**config.mk**
```make
export PLATFORM = sky130hd
export DESIGN_NAME = axil_cmd_master_flat
export DESIGN_NICKNAME = d
export VERILOG_FILES = /design/src/rtl/axil_cmd_master_if.sv /design/src/rtl/axil_cmd_master.sv /design/src/flat_wrapper.sv
export SDC_FILE = /design/constraint.sdc
export NUM_CORES = 1
export LEC_CHECK = 0
export BUFFER_PORTS_ARGS = -buffer_cell sky130_fd_sc_hd__clkbuf_2
export CAP_MARGIN = 20
export CORE_ASPECT_RATIO = 0.5
export CORE_UTILIZATION = 28
export DETAILED_ROUTE_END_ITERATION = 10
export REMOVE_ABC_BUFFERS = 1
export SETUP_SLACK_MARGIN = 0.15
export SLEW_MARGIN = 0
export SYNTH_ARGS = -nofsm -noshare
export SYNTH_HDL_FRONTEND = slang
export SYNTH_SLANG_ARGS = --single-unit
```
**constraint.sdc**
```tcl
create_clock -name clk -period 2.3 [get_ports clk]
set_input_delay 0.115 -clock clk [delete_from_list [all_inputs] [get_ports clk]]
set_output_delay 0.115 -clock clk [all_outputs]
set_load 0.005 [all_outputs]
```
**src/rtl/axil_cmd_master_if.sv**
```systemverilog
// AXI4-Lite bus bundle for axil_cmd_master: master drives AW/W/AR and the B/R ready signals,
// slave drives the opposite direction.
interface axil_cmd_master_if #(
    parameter int unsigned ADDR_W = 32
);
    logic [ADDR_W-1:0] M_AXI_AWADDR;
    logic              M_AXI_AWVALID;
    logic              M_AXI_AWREADY;
    logic [31:0]       M_AXI_WDATA;
    logic [3:0]        M_AXI_WSTRB;
    logic              M_AXI_WVALID;
    logic              M_AXI_WREADY;
    logic [1:0]        M_AXI_BRESP;
    logic              M_AXI_BVALID;
    logic              M_AXI_BREADY;
    logic [ADDR_W-1:0] M_AXI_ARADDR;
    logic              M_AXI_ARVALID;
    logic              M_AXI_ARREADY;
    logic [31:0]       M_AXI_RDATA;
    logic [1:0]        M_AXI_RRESP;
    logic              M_AXI_RVALID;
    logic              M_AXI_RREADY;

    modport master (
        output M_AXI_AWADDR, M_AXI_AWVALID,
        input  M_AXI_AWREADY,
        output M_AXI_WDATA, M_AXI_WSTRB, M_AXI_WVALID,
        input  M_AXI_WREADY,
        input  M_AXI_BRESP, M_AXI_BVALID,
        output M_AXI_BREADY,
        output M_AXI_ARADDR, M_AXI_ARVALID,
        input  M_AXI_ARREADY,
        input  M_AXI_RDATA, M_AXI_RRESP, M_AXI_RVALID,
        output M_AXI_RREADY
    );

    modport slave (
        input  M_AXI_AWADDR, M_AXI_AWVALID,
        output M_AXI_AWREADY,
        input  M_AXI_WDATA, M_AXI_WSTRB, M_AXI_WVALID,
        output M_AXI_WREADY,
        output M_AXI_BRESP, M_AXI_BVALID,
        input  M_AXI_BREADY,
        input  M_AXI_ARADDR, M_AXI_ARVALID,
        output M_AXI_ARREADY,
        output M_AXI_RDATA, M_AXI_RRESP, M_AXI_RVALID,
        input  M_AXI_RREADY
    );
endinterface

```
**src/rtl/axil_cmd_master.sv**
```systemverilog
// Single-outstanding command-to-AXI4-Lite master: one command in, one AXI transaction, one response.
// Define AXIL_CMD_MASTER_WSTRB_EN to add a cmd_wstrb input; otherwise writes use full strobes.
module axil_cmd_master #(
    parameter int unsigned ADDR_W = 32
) (
    input  logic              clk,
    input  logic              rst,
    input  logic              cmd_valid,
    output logic              cmd_ready,
    input  logic              cmd_write,
    input  logic [ADDR_W-1:0] cmd_addr,
    input  logic [31:0]       cmd_wdata,
`ifdef AXIL_CMD_MASTER_WSTRB_EN
    input  logic [3:0]        cmd_wstrb,
`endif
    output logic              rsp_valid,
    input  logic              rsp_ready,
    output logic [31:0]       rsp_rdata,
    output logic              rsp_err,
    axil_cmd_master_if.master m_axi
);

    typedef enum logic [2:0] {
        StIdle,
        StWaddr,
        StWresp,
        StRaddr,
        StRdata,
        StResp
    } state_e;

    state_e            state_q, state_d;
    logic [ADDR_W-1:0] addr_q, addr_d;
    logic [31:0]       wdata_q, wdata_d;
    logic              aw_done_q, aw_done_d;
    logic              w_done_q, w_done_d;
    logic [31:0]       rdata_q, rdata_d;
    logic              err_q, err_d;
    logic [3:0]        wstrb_val;

    logic awvalid, wvalid, bready, arvalid, rready;
    logic aw_hs, w_hs;

`ifdef AXIL_CMD_MASTER_WSTRB_EN
    logic [3:0] wstrb_q, wstrb_d;
    assign wstrb_val = wstrb_q;
`else
    assign wstrb_val = 4'hF;
`endif

    // Only RESP[1] distinguishes OKAY/EXOKAY from SLVERR/DECERR.
    logic unused_resp;
    assign unused_resp = m_axi.M_AXI_BRESP[0] ^ m_axi.M_AXI_RRESP[0];

    assign aw_hs = awvalid && m_axi.M_AXI_AWREADY;
    assign w_hs  = wvalid && m_axi.M_AXI_WREADY;

    always_comb begin
        state_d   = state_q;
        addr_d    = addr_q;
        wdata_d   = wdata_q;
        aw_done_d = aw_done_q;
        w_done_d  = w_done_q;
        rdata_d   = rdata_q;
        err_d     = err_q;
`ifdef AXIL_CMD_MASTER_WSTRB_EN
        wstrb_d   = wstrb_q;
`endif
        cmd_ready = 1'b0;
        awvalid   = 1'b0;
        wvalid    = 1'b0;
        bready    = 1'b0;
        arvalid   = 1'b0;
        rready    = 1'b0;
        rsp_valid = 1'b0;

        unique case (state_q)
            StIdle: begin
                // Reset overrides acceptance, so keep ready low while rst is held.
                cmd_ready = !rst;
                if (cmd_valid && !rst) begin
                    addr_d    = cmd_addr;
                    wdata_d   = cmd_wdata;
`ifdef AXIL_CMD_MASTER_WSTRB_EN
                    wstrb_d   = cmd_wstrb;
`endif
                    aw_done_d = 1'b0;
                    w_done_d  = 1'b0;
                    state_d   = cmd_write ? StWaddr : StRaddr;
                end
            end
            StWaddr: begin
                awvalid   = !aw_done_q;
                wvalid    = !w_done_q;
                aw_done_d = aw_done_q || aw_hs;
                w_done_d  = w_done_q || w_hs;
                if (aw_done_d && w_done_d) begin
                    state_d = StWresp;
                end
            end
            StWresp: begin
                bready = 1'b1;
                if (m_axi.M_AXI_BVALID) begin
                    err_d   = m_axi.M_AXI_BRESP[1];
                    rdata_d = '0;
                    state_d = StResp;
                end
            end
            StRaddr: begin
                arvalid = 1'b1;
                if (m_axi.M_AXI_ARREADY) begin
                    state_d = StRdata;
                end
            end
            StRdata: begin
                rready = 1'b1;
                if (m_axi.M_AXI_RVALID) begin
                    rdata_d = m_axi.M_AXI_RDATA;
                    err_d   = m_axi.M_AXI_RRESP[1];
                    state_d = StResp;
                end
            end
            StResp: begin
                rsp_valid = 1'b1;
                if (rsp_ready) begin
                    state_d = StIdle;
                end
            end
            default: state_d = StIdle;
        endcase
    end

    always_ff @(posedge clk) begin
        if (rst) begin
            state_q   <= StIdle;
            addr_q    <= '0;
            wdata_q   <= '0;
            aw_done_q <= 1'b0;
            w_done_q  <= 1'b0;
            rdata_q   <= '0;
            err_q     <= 1'b0;
`ifdef AXIL_CMD_MASTER_WSTRB_EN
            wstrb_q   <= 4'h0;
`endif
        end else begin
            state_q   <= state_d;
            addr_q    <= addr_d;
            wdata_q   <= wdata_d;
            aw_done_q <= aw_done_d;
            w_done_q  <= w_done_d;
            rdata_q   <= rdata_d;
            err_q     <= err_d;
`ifdef AXIL_CMD_MASTER_WSTRB_EN
            wstrb_q   <= wstrb_d;
`endif
        end
    end

    // Buses are zeroed whenever their VALID is low so idle bus values never leak stale data.
    always_comb begin
        m_axi.M_AXI_AWVALID = awvalid;
        m_axi.M_AXI_AWADDR  = awvalid ? addr_q : '0;
        m_axi.M_AXI_WVALID  = wvalid;
        m_axi.M_AXI_WDATA   = wvalid ? wdata_q : 32'h0;
        m_axi.M_AXI_WSTRB   = wvalid ? wstrb_val : 4'h0;
        m_axi.M_AXI_BREADY  = bready;
        m_axi.M_AXI_ARVALID = arvalid;
        m_axi.M_AXI_ARADDR  = arvalid ? addr_q : '0;
        m_axi.M_AXI_RREADY  = rready;
    end

    assign rsp_rdata = rdata_q;
    assign rsp_err   = err_q;

endmodule

```
**src/flat_wrapper.sv**
```systemverilog
// flat-port wrapper written by rule: the top's interface ports become plain ports
module axil_cmd_master_flat 
#(
    parameter int unsigned ADDR_W = 32
)
  (clk, rst, cmd_valid, cmd_ready, cmd_write, cmd_addr, cmd_wdata, rsp_valid, rsp_ready, rsp_rdata, rsp_err, m_axi_M_AXI_AWADDR, m_axi_M_AXI_AWVALID, m_axi_M_AXI_AWREADY, m_axi_M_AXI_WDATA, m_axi_M_AXI_WSTRB, m_axi_M_AXI_WVALID, m_axi_M_AXI_WREADY, m_axi_M_AXI_BRESP, m_axi_M_AXI_BVALID, m_axi_M_AXI_BREADY, m_axi_M_AXI_ARADDR, m_axi_M_AXI_ARVALID, m_axi_M_AXI_ARREADY, m_axi_M_AXI_RDATA, m_axi_M_AXI_RRESP, m_axi_M_AXI_RVALID, m_axi_M_AXI_RREADY);
  axil_cmd_master_if #(.ADDR_W(ADDR_W)) m_axi_i ();
  input  logic clk;
  input  logic rst;
  input  logic cmd_valid;
  output logic cmd_ready;
  input  logic cmd_write;
  input  logic [ADDR_W-1:0] cmd_addr;
  input  logic [31:0] cmd_wdata;
  output logic rsp_valid;
  input  logic rsp_ready;
  output logic [31:0] rsp_rdata;
  output logic rsp_err;
  output wire logic [$bits(m_axi_i.M_AXI_AWADDR)-1:0] m_axi_M_AXI_AWADDR;
  output wire logic [$bits(m_axi_i.M_AXI_AWVALID)-1:0] m_axi_M_AXI_AWVALID;
  input wire logic [$bits(m_axi_i.M_AXI_AWREADY)-1:0] m_axi_M_AXI_AWREADY;
  output wire logic [$bits(m_axi_i.M_AXI_WDATA)-1:0] m_axi_M_AXI_WDATA;
  output wire logic [$bits(m_axi_i.M_AXI_WSTRB)-1:0] m_axi_M_AXI_WSTRB;
  output wire logic [$bits(m_axi_i.M_AXI_WVALID)-1:0] m_axi_M_AXI_WVALID;
  input wire logic [$bits(m_axi_i.M_AXI_WREADY)-1:0] m_axi_M_AXI_WREADY;
  input wire logic [$bits(m_axi_i.M_AXI_BRESP)-1:0] m_axi_M_AXI_BRESP;
  input wire logic [$bits(m_axi_i.M_AXI_BVALID)-1:0] m_axi_M_AXI_BVALID;
  output wire logic [$bits(m_axi_i.M_AXI_BREADY)-1:0] m_axi_M_AXI_BREADY;
  output wire logic [$bits(m_axi_i.M_AXI_ARADDR)-1:0] m_axi_M_AXI_ARADDR;
  output wire logic [$bits(m_axi_i.M_AXI_ARVALID)-1:0] m_axi_M_AXI_ARVALID;
  input wire logic [$bits(m_axi_i.M_AXI_ARREADY)-1:0] m_axi_M_AXI_ARREADY;
  input wire logic [$bits(m_axi_i.M_AXI_RDATA)-1:0] m_axi_M_AXI_RDATA;
  input wire logic [$bits(m_axi_i.M_AXI_RRESP)-1:0] m_axi_M_AXI_RRESP;
  input wire logic [$bits(m_axi_i.M_AXI_RVALID)-1:0] m_axi_M_AXI_RVALID;
  output wire logic [$bits(m_axi_i.M_AXI_RREADY)-1:0] m_axi_M_AXI_RREADY;
  assign m_axi_M_AXI_AWADDR = m_axi_i.M_AXI_AWADDR;
  assign m_axi_M_AXI_AWVALID = m_axi_i.M_AXI_AWVALID;
  assign m_axi_i.M_AXI_AWREADY = m_axi_M_AXI_AWREADY;
  assign m_axi_M_AXI_WDATA = m_axi_i.M_AXI_WDATA;
  assign m_axi_M_AXI_WSTRB = m_axi_i.M_AXI_WSTRB;
  assign m_axi_M_AXI_WVALID = m_axi_i.M_AXI_WVALID;
  assign m_axi_i.M_AXI_WREADY = m_axi_M_AXI_WREADY;
  assign m_axi_i.M_AXI_BRESP = m_axi_M_AXI_BRESP;
  assign m_axi_i.M_AXI_BVALID = m_axi_M_AXI_BVALID;
  assign m_axi_M_AXI_BREADY = m_axi_i.M_AXI_BREADY;
  assign m_axi_M_AXI_ARADDR = m_axi_i.M_AXI_ARADDR;
  assign m_axi_M_AXI_ARVALID = m_axi_i.M_AXI_ARVALID;
  assign m_axi_i.M_AXI_ARREADY = m_axi_M_AXI_ARREADY;
  assign m_axi_i.M_AXI_RDATA = m_axi_M_AXI_RDATA;
  assign m_axi_i.M_AXI_RRESP = m_axi_M_AXI_RRESP;
  assign m_axi_i.M_AXI_RVALID = m_axi_M_AXI_RVALID;
  assign m_axi_M_AXI_RREADY = m_axi_i.M_AXI_RREADY;
  axil_cmd_master #(.ADDR_W(ADDR_W)) u_core (.clk(clk), .rst(rst), .cmd_valid(cmd_valid), .cmd_ready(cmd_ready), .cmd_write(cmd_write), .cmd_addr(cmd_addr), .cmd_wdata(cmd_wdata), .rsp_valid(rsp_valid), .rsp_ready(rsp_ready), .rsp_rdata(rsp_rdata), .rsp_err(rsp_err), .m_axi(m_axi_i));
endmodule
```
==> metrics.log, run 1 <==
INFO  metric die_area = 17500 um2
INFO  metric rsz0062_at_grt = no
INFO  metric net-switching-power = 1.27 mW
INFO  metric place_worst_setup_slack = 594 ps
INFO  metric initial_utilization = 0.288
INFO  metric synth_warnings = 0
INFO  metric layout.filler_cells = 1653
INFO  metric dpl.hpwl = 9790 um
INFO  metric crit_path_start = u_core.state_q[2]
INFO  metric fin_setup_tns = 0 ps
INFO  metric setup_viol = 0
INFO  metric fraction_of_the_yosys_area_taken_by_sequential_cells = 0.430
INFO  metric postSynthAreaPerCell = 8.11 um2
INFO  metric power_frac_clock = 0.340
INFO  metric crit_required = 2180 ps
INFO  metric switching_fraction_of_total_power = 0.288
INFO  metric hold_viol_final = 0
INFO  metric cts.root.buffer_cell = sky130_fd_sc_hd__clkbuf_16
INFO  metric std_cell_rows = 33
INFO  metric min_period = 1970 ps
INFO  metric post-route-drc-count = 0
INFO  metric synth-main-ff-cell = sky130_fd_sc_hd__dfxtp_1
INFO  metric x_dimension_of_the_die = 186 um
INFO  metric netlist_area = 4750 um2
INFO  metric cts-buffers-inserted = 9
INFO  metric instance_area_at_placement = 6090 um2
INFO  metric r2r_setup_slack = 600 ps
INFO  metric synth_cell_type_count = 30
INFO  metric die_height = 94.1 um
INFO  metric detailedRoute.firstIterationViolations = 225
INFO  metric yosys_register_bits = 102
INFO  metric setup.worst_path.class = flop to primary output
INFO  metric design.core.area = 16500 um2
INFO  metric grt_start_max_net_pins = 67
INFO  metric hold_slack = 20.1 ps
INFO  metric detailroute.via_count = 4936
INFO  metric critical_path.reg2reg.startpoint = u_core.state_q[2]
INFO  metric cts_max_path_buffers = 2
INFO  metric power.internal = 3.14 mW
INFO  metric fmax = 508 MHz
INFO  metric vias_per_cell = 4.42
INFO  metric critPathMaxFanout = 31
INFO  metric power_density = 610 nW/um2
INFO  metric maximum_capacitance_violations = 0
INFO  metric design_area = 7230 um2
INFO  metric worstPathArrival = 1850 ps
INFO  metric first_global_vias = 4546
INFO  metric gr-total-overflow = 0
INFO  metric worst-slew-pin-transition = 493 ps
INFO  metric fin_crit_sh = 0.855
INFO  metric num_io_pins = 250
INFO  metric status = completed
INFO  metric synth.largest_area_cell = sky130_fd_sc_hd__dfxtp_1
INFO  metric p_comb_frac = 0.205
INFO  metric antennaDiodeCount = 0
INFO  metric port-buffer-count = 247
INFO  metric min_path_type = input pin to flop
INFO  metric area_delta_synth_final = 52.3%
INFO  metric synth-async-reset-ratio = 0
INFO  metric clock_skew = 9.25 ps
INFO  metric register_share_of_total_power = 0.455
INFO  metric synth_top_area_share = 0.430
INFO  metric drv_slew = 0
INFO  metric antenna_violations_before_repair = 0
INFO  metric grt_most_used_layer = met2
INFO  metric path_clk_slew = 80 ps
INFO  metric latest_clock_arrival_within_the_worst_skew_pair = 340 ps
INFO  metric number_of_cells_on_the_worst_reg_to_reg_path = 5
INFO  metric num-nets-final = 996
INFO  metric wl_per_cell = 13.2 um
INFO  metric synth_edf_count = 0
INFO  metric ir_drop = 419 uV
INFO  metric globalplace.congestion = 0.757
INFO  metric critPathLaunchType = flop
INFO  metric drt.antenna.violating_nets = 0
INFO  metric critical_path.endpoint_type = primary output
INFO  metric cts_tree = yes
INFO  metric firstDrtPassIters = 5
INFO  metric fin_util = 0.439
INFO  metric setup_buffers_after_cts = 0
INFO  metric total_leakage_power = 3.59 nW
INFO  metric reg2reg_end = u_core.wdata_q[25]
INFO  metric htreeDepth = 3
INFO  metric layout-drive-gt1-share = 0.322
INFO  metric critical_path.endpoint = m_axi_M_AXI_AWADDR[2]
INFO  metric grt_met3_usage = 0.0353
INFO  metric cts.sink_count = 102
INFO  metric grt_usage = 0.165
INFO  metric syn_inst = 585
INFO  metric groute.layer.met2.usage = 0.302
INFO  metric wire_length_of_the_first_global_routing_pass = 22600 um
INFO  metric groute.layer.met1.usage = 0.193
INFO  metric timing.slew.headroom = 0.671
INFO  metric synth.area.top_cells = sky130_fd_sc_hd__dfxtp_1 43%, sky130_fd_sc_hd__nand3b_1 11%, sky130_fd_sc_hd__nand2_1 10%, sky130_fd_sc_hd__and2_1 8.8%, sky130_fd_sc_hd__nand2b_1 4.3%
INFO  metric wirelength = 14700 um
INFO  metric final_worst_slack = 333 ps
state kept, by name, summed over array words and instances (netlist names):
signal            count
u_core.w_done_q       1
u_core.wdata_q       32
u_core.state_q        3
u_core.rsp_err        1
u_core.rsp_rdata     32
u_core.addr_q        32
u_core.aw_done_q      1
cell usage after synthesis (8+ instances only):
cell                       number
sky130_fd_sc_hd__nand2_1      132
sky130_fd_sc_hd__a21oi_1       39
sky130_fd_sc_hd__buf_2         13
sky130_fd_sc_hd__and3_1        32
sky130_fd_sc_hd__buf_4          9
sky130_fd_sc_hd__dfxtp_1      102
sky130_fd_sc_hd__clkbuf_1      24
sky130_fd_sc_hd__nand3_1       32
sky130_fd_sc_hd__nand3b_1      67
sky130_fd_sc_hd__and2_1        67
sky130_fd_sc_hd__buf_6          8
sky130_fd_sc_hd__nand2b_1      33
cell usage in the layout, fill, tap and decap left out, types with 3 or more instances in the layout:
cell | Yosys | final
sky130_fd_sc_hd__nand2b_1 | 33 | 33
sky130_fd_sc_hd__clkbuf_2 | 0 | 246
sky130_fd_sc_hd__nand3b_1 | 67 | 67
sky130_fd_sc_hd__dlygate4sd3_1 | 0 | 84
sky130_fd_sc_hd__nor2_1 | 5 | 3
sky130_fd_sc_hd__buf_4 | 9 | 11
sky130_fd_sc_hd__clkbuf_16 | 0 | 9
sky130_fd_sc_hd__dfxtp_1 | 102 | 101
sky130_fd_sc_hd__a21oi_1 | 39 | 39
sky130_fd_sc_hd__mux2i_1 | 3 | 3
sky130_fd_sc_hd__and2_1 | 67 | 66
sky130_fd_sc_hd__inv_6 | 0 | 3
sky130_fd_sc_hd__nand2_1 | 132 | 131
sky130_fd_sc_hd__nand3_1 | 32 | 32
sky130_fd_sc_hd__and3_1 | 32 | 32
per-stage QoR:
step / power, mW / std cells
2_1_floorplan: 2.41 / 531
3_3_place_gp: 2.82 / 1018
3_5_place_dp: 2.83 / 1018
4_1_cts: 4.50 / 1118
5_1_grt: 4.68 / 1118
6_report: 4.41 / 1118
layer usage:
metal  part of all wire  up-vias  wire [um]
li1                   -     2514          -
met1               0.42     2325       6180
met2               0.54       79       7940
met3              0.024       18        358
met4              0.017        0        247
met5                  0        -          0
critical path, cell delays in order, from the launching register on:
cell and delay, ps:
sky130_fd_sc_hd__dfxtp_1 460, sky130_fd_sc_hd__nor2_4 220, sky130_fd_sc_hd__nand2_1 110, sky130_fd_sc_hd__nor2_2 120, sky130_fd_sc_hd__buf_4 290, sky130_fd_sc_hd__and2_1 170
sky130_fd_sc_hd__clkbuf_2 130
repair_timing:
item,CTS,global route
resized for setup,0,1
hold buffers,84,0
hold endpoints to repair,84,0
endpoints found under the setup margin,0,30
worst min path at each step:
stage	start	to	cells past startpoint
after floorplan	rst	u_core.rsp_err	1
final	m_axi_M_AXI_RDATA[2]	u_core.rsp_rdata[2]	3
after CTS	m_axi_M_AXI_RDATA[12]	u_core.rsp_rdata[12]	3
after detailed placement	cmd_addr[7]	u_core.addr_q[7]	3
after global placement	cmd_wdata[22]	u_core.wdata_q[22]	3
after global routing	m_axi_M_AXI_RDATA[3]	u_core.rsp_rdata[3]	3
power groups by stage:
stage / logic [mW] / clock network, mW / registers [mW]
after floorplan: 0.378 / 0 / 2.03
after global placement: 0.779 / 0 / 2.04
after detailed placement: 0.790 / 0 / 2.04
after CTS: 0.910 / 1.58 / 2.00
after global routing: 1.01 / 1.65 / 2.03
final: 0.903 / 1.50 / 2.01
logic make-up after synthesis:
| kind of cell | Yosys count | share of synthesized area |
|---|---|---|
| AND/OR/NAND/NOR | 378 | 0.443 |
| flip-flops | 102 | 0.430 |
| multiplexers | 3 | 0.00633 |
| AO/OA/AOI/OAI | 47 | 0.0540 |
| buffers and inverters | 55 | 0.0667 |
final cells by class:
class	count	area (um2)	share of cell area
sequential	102	2040	0.283
timing repair buffer	344	2200	0.304
inverter	1	3.75	0.000519
multi-input combinational	428	2400	0.333
clock inverter	5	40.0	0.00554
tap	227	284	0.0393
clock buffer	11	253	0.0350
(Power assumes the default switching activity.)
==> run 2: changes to the inputs <==
- CELL_PAD_IN_SITES_DETAIL_PLACEMENT: unset -> 0
- CELL_PAD_IN_SITES_GLOBAL_PLACEMENT: unset -> 1
- PLACE_DENSITY_LB_ADDON: unset -> 0.1
==> run 2 against run 1 <==
  * Clock skew decreased by 5.1 ps
  * Via count decreased by 0.14%
  * Global-route usage decreased by 0.17 points
  * Wire length increased by 0.59%
  * Critical path depth unchanged
  * Power increased by 5.2%
  * Critical path type unchanged
  * Die area unchanged
==> metrics.log, run 2 (synthesis gave the netlist of run 1 again) <==
INFO  metric status = completed (unchanged)
INFO  metric drt.antenna.violating_nets = 0 (unchanged)
INFO  metric cts-buffers-inserted = 9 (unchanged)
INFO  metric critPathMaxFanout = 33 (was 31)
INFO  metric hold_viol_final = 0 (unchanged)
INFO  metric design_area = 7400 um2 (was 7230 um2)
INFO  metric x_dimension_of_the_die = 186 um (unchanged)
INFO  metric num-nets-final = 1007 (was 996)
INFO  metric std_cell_rows = 33 (unchanged)
INFO  metric fin_util = 0.449 (was 0.439)
INFO  metric initial_utilization = 0.288 (unchanged)
INFO  metric detailroute.via_count = 4929 (was 4936)
INFO  metric grt_usage = 0.163 (was 0.165)
INFO  metric layout.filler_cells = 1687 (was 1653)
INFO  metric path_clk_slew = 70 ps (was 80 ps)
INFO  metric gr-total-overflow = 0 (unchanged)
INFO  metric critical_path.reg2reg.startpoint = u_core.state_q[1] (was u_core.state_q[2])
INFO  metric p_total = 4.64 mW (was 4.41 mW)
INFO  metric min_path_type = input pin to flop (unchanged)
INFO  metric num_io_pins = 250 (unchanged)
INFO  metric reg2reg_end = u_core.rsp_rdata[14] (was u_core.wdata_q[25])
INFO  metric number_of_cells_on_the_worst_reg_to_reg_path = 5 (unchanged)
INFO  metric dpl.hpwl = 9450 um (was 9790 um)
INFO  metric worstPathArrival = 1860 ps (was 1850 ps)
INFO  metric instance_area_at_placement = 6120 um2 (was 6090 um2)
INFO  metric critical_path.endpoint_type = primary output (unchanged)
INFO  metric htreeDepth = 3 (unchanged)
INFO  metric cts_max_path_buffers = 2 (unchanged)
INFO  metric latest_clock_arrival_within_the_worst_skew_pair = 340 ps (about the same)
INFO  metric fmax = 507 MHz (was 508 MHz)
INFO  metric detailedRoute.firstIterationViolations = 151 (was 225)
INFO  metric hold_depth = 3 (unchanged)
INFO  metric first_global_vias = 4393 (was 4546)
INFO  metric fin_crit_sh = 0.858 (was 0.855)
INFO  metric final_worst_slack = 327 ps (was 333 ps)
INFO  metric die_height = 94.1 um (unchanged)
INFO  metric vias_per_cell = 4.37 (was 4.42)
INFO  metric fin_setup_tns = 0 ps (unchanged)
INFO  metric cts_tree = yes (unchanged)
INFO  metric total_leakage_power = 3.66 nW (was 3.59 nW)
INFO  metric maximum_capacitance_violations = 0 (unchanged)
INFO  metric seq_area = 2040 um2 (about the same)
INFO  metric crit_required = 2180 ps (about the same)
INFO  metric rsz0062_at_grt = no (unchanged)
INFO  metric wirelength = 14800 um (was 14700 um)
INFO  metric design.core.area = 16500 um2 (unchanged)
INFO  metric critPathLaunchType = flop (unchanged)
INFO  metric wire_length_of_the_first_global_routing_pass = 22200 um (was 22600 um)
INFO  metric globalplace.congestion = 0.741 (was 0.757)
INFO  metric port-buffer-count = 247 (unchanged)
INFO  metric multi_input_area = 2400 um2 (unchanged)
INFO  metric area_delta_synth_final = 55.9% (was 52.3%)
INFO  metric worstHoldEndpoint = u_core.rsp_rdata[6] (was u_core.rsp_rdata[2])
INFO  metric cts.root.buffer_cell = sky130_fd_sc_hd__clkbuf_16 (unchanged)
INFO  metric antenna_violations_before_repair = 0 (unchanged)
INFO  metric layout_commonest_cell = sky130_fd_sc_hd__clkbuf_2 (unchanged)
INFO  metric die_area = 17500 um2 (unchanged)
INFO  metric antennaDiodeCount = 0 (unchanged)
INFO  metric clock_skew = 4.17 ps (was 9.25 ps)
INFO  metric firstDrtPassIters = 4 (was 5)
INFO  metric post-route-drc-count = 0 (unchanged)
INFO  metric grt_start_max_net_pins = 67 (unchanged)
INFO  metric worst-slew-pin-transition = 650 ps (was 493 ps)
INFO  metric setup_buffers_after_cts = 0 (unchanged)
INFO  metric setup_viol = 0 (unchanged)
INFO  metric layout-drive-gt1-share = 0.318 (was 0.322)
INFO  metric power_density = 627 nW/um2 (was 610 nW/um2)
INFO  metric setup.worst_path.class = flop to primary output (unchanged)
INFO  metric timing.slew.headroom = 0.567 (was 0.671)
INFO  metric wl_per_cell = 13.1 um (was 13.2 um)
INFO  metric min_period = 1970 ps (about the same)
INFO  metric worstHoldStart = m_axi_M_AXI_RDATA[6] (was m_axi_M_AXI_RDATA[2])
INFO  metric final_cell_mix = 246 x sky130_fd_sc_hd__clkbuf_2, 131 x sky130_fd_sc_hd__nand2_1, 102 x sky130_fd_sc_hd__dfxtp_1, 94 x sky130_fd_sc_hd__dlygate4sd3_1, 67 x sky130_fd_sc_hd__nand3b_1 (was 246 x sky130_fd_sc_hd__clkbuf_2, 131 x sky130_fd_sc_hd__nand2_1, 101 x sky130_fd_sc_hd__dfxtp_1, 84 x sky130_fd_sc_hd__dlygate4sd3_1, 67 x sky130_fd_sc_hd__nand3b_1)
INFO  metric r2r_setup_slack = 560 ps (was 600 ps)
INFO  metric drv_slew = 0 (unchanged)
INFO  metric cts.sink_count = 102 (unchanged)
INFO  metric place_worst_setup_slack = 574 ps (was 594 ps)
INFO  metric ir_drop = 341 uV (was 419 uV)
-- run 2: cell count changes in the layout (fill, tap and decap cells not counted), sizes merged --
| cell | before | now |
|---|---|---|
| bufinv | 0 | 2 |
| inv | 4 | 1 |
| buf | 14 | 15 |
| clkinvlp | 0 | 1 |
| dlygate4sd3 | 84 | 94 |
-- run 2: layout make-up --
class	instances	area share
repair buffers	355	0.315
clock buffers	11	0.0341
well taps	227	0.0384
inverters	1	0.000507
flip-flops and latches	102	0.276
multi-input cells	428	0.325
clock inverters	5	0.0110
-- run 2: repair_timing --
action                                  4_1_cts  5_1_grt
endpoints found under the setup margin        0       69
resized for setup                             0        3
endpoints found under the hold margin        94        0
hold buffers                                 94        0
-- run 2: report_power, final --
part	leakage, nW	switching, mW	internal [mW]
clock	0.162	0.683	1.01
sequential	0.832	0.0994	1.91
combinational	2.67	0.485	0.453
total	3.66	1.27	3.37
-- run 2: through the flow --
step                instances  hold slack [ps]
global placement         1019              300
CTS                      1129            0.746
finish                   1129             31.3
global route             1129             20.9
floorplan                 531              180
detailed placement       1019              301
-- run 2: worst max-delay path: stages (launching register included) --
cell                       delay [ps]
sky130_fd_sc_hd__dfxtp_1          480
sky130_fd_sc_hd__buf_6            250
sky130_fd_sc_hd__nand2_1          120
sky130_fd_sc_hd__nor2_2           110
sky130_fd_sc_hd__buf_6            240
sky130_fd_sc_hd__and2_1           190
sky130_fd_sc_hd__clkbuf_2         120
-- run 2: per-layer routing --
metal | track usage | routed length (um)
met3 | 0.0554 | 961
met5 | 0 | 0
met2 | 0.274 | 6800
met4 | 0.0314 | 101
met1 | 0.203 | 6950
-- run 2: worst max-delay path by stage --
stage                     slack, ps  depth (start not counted)              start                     end
after floorplan                -140                          3  u_core.state_q[0]        u_core.aw_done_q
after global placement          590                          6  u_core.state_q[0]  m_axi_M_AXI_AWADDR[29]
after detailed placement        570                          6  u_core.state_q[0]  m_axi_M_AXI_AWADDR[29]
after CTS                       160                          6  u_core.state_q[0]   m_axi_M_AXI_WDATA[21]
after global routing            150                          6  u_core.state_q[0]   m_axi_M_AXI_WDATA[30]
final                           330                          6  u_core.state_q[0]  m_axi_M_AXI_AWADDR[29]
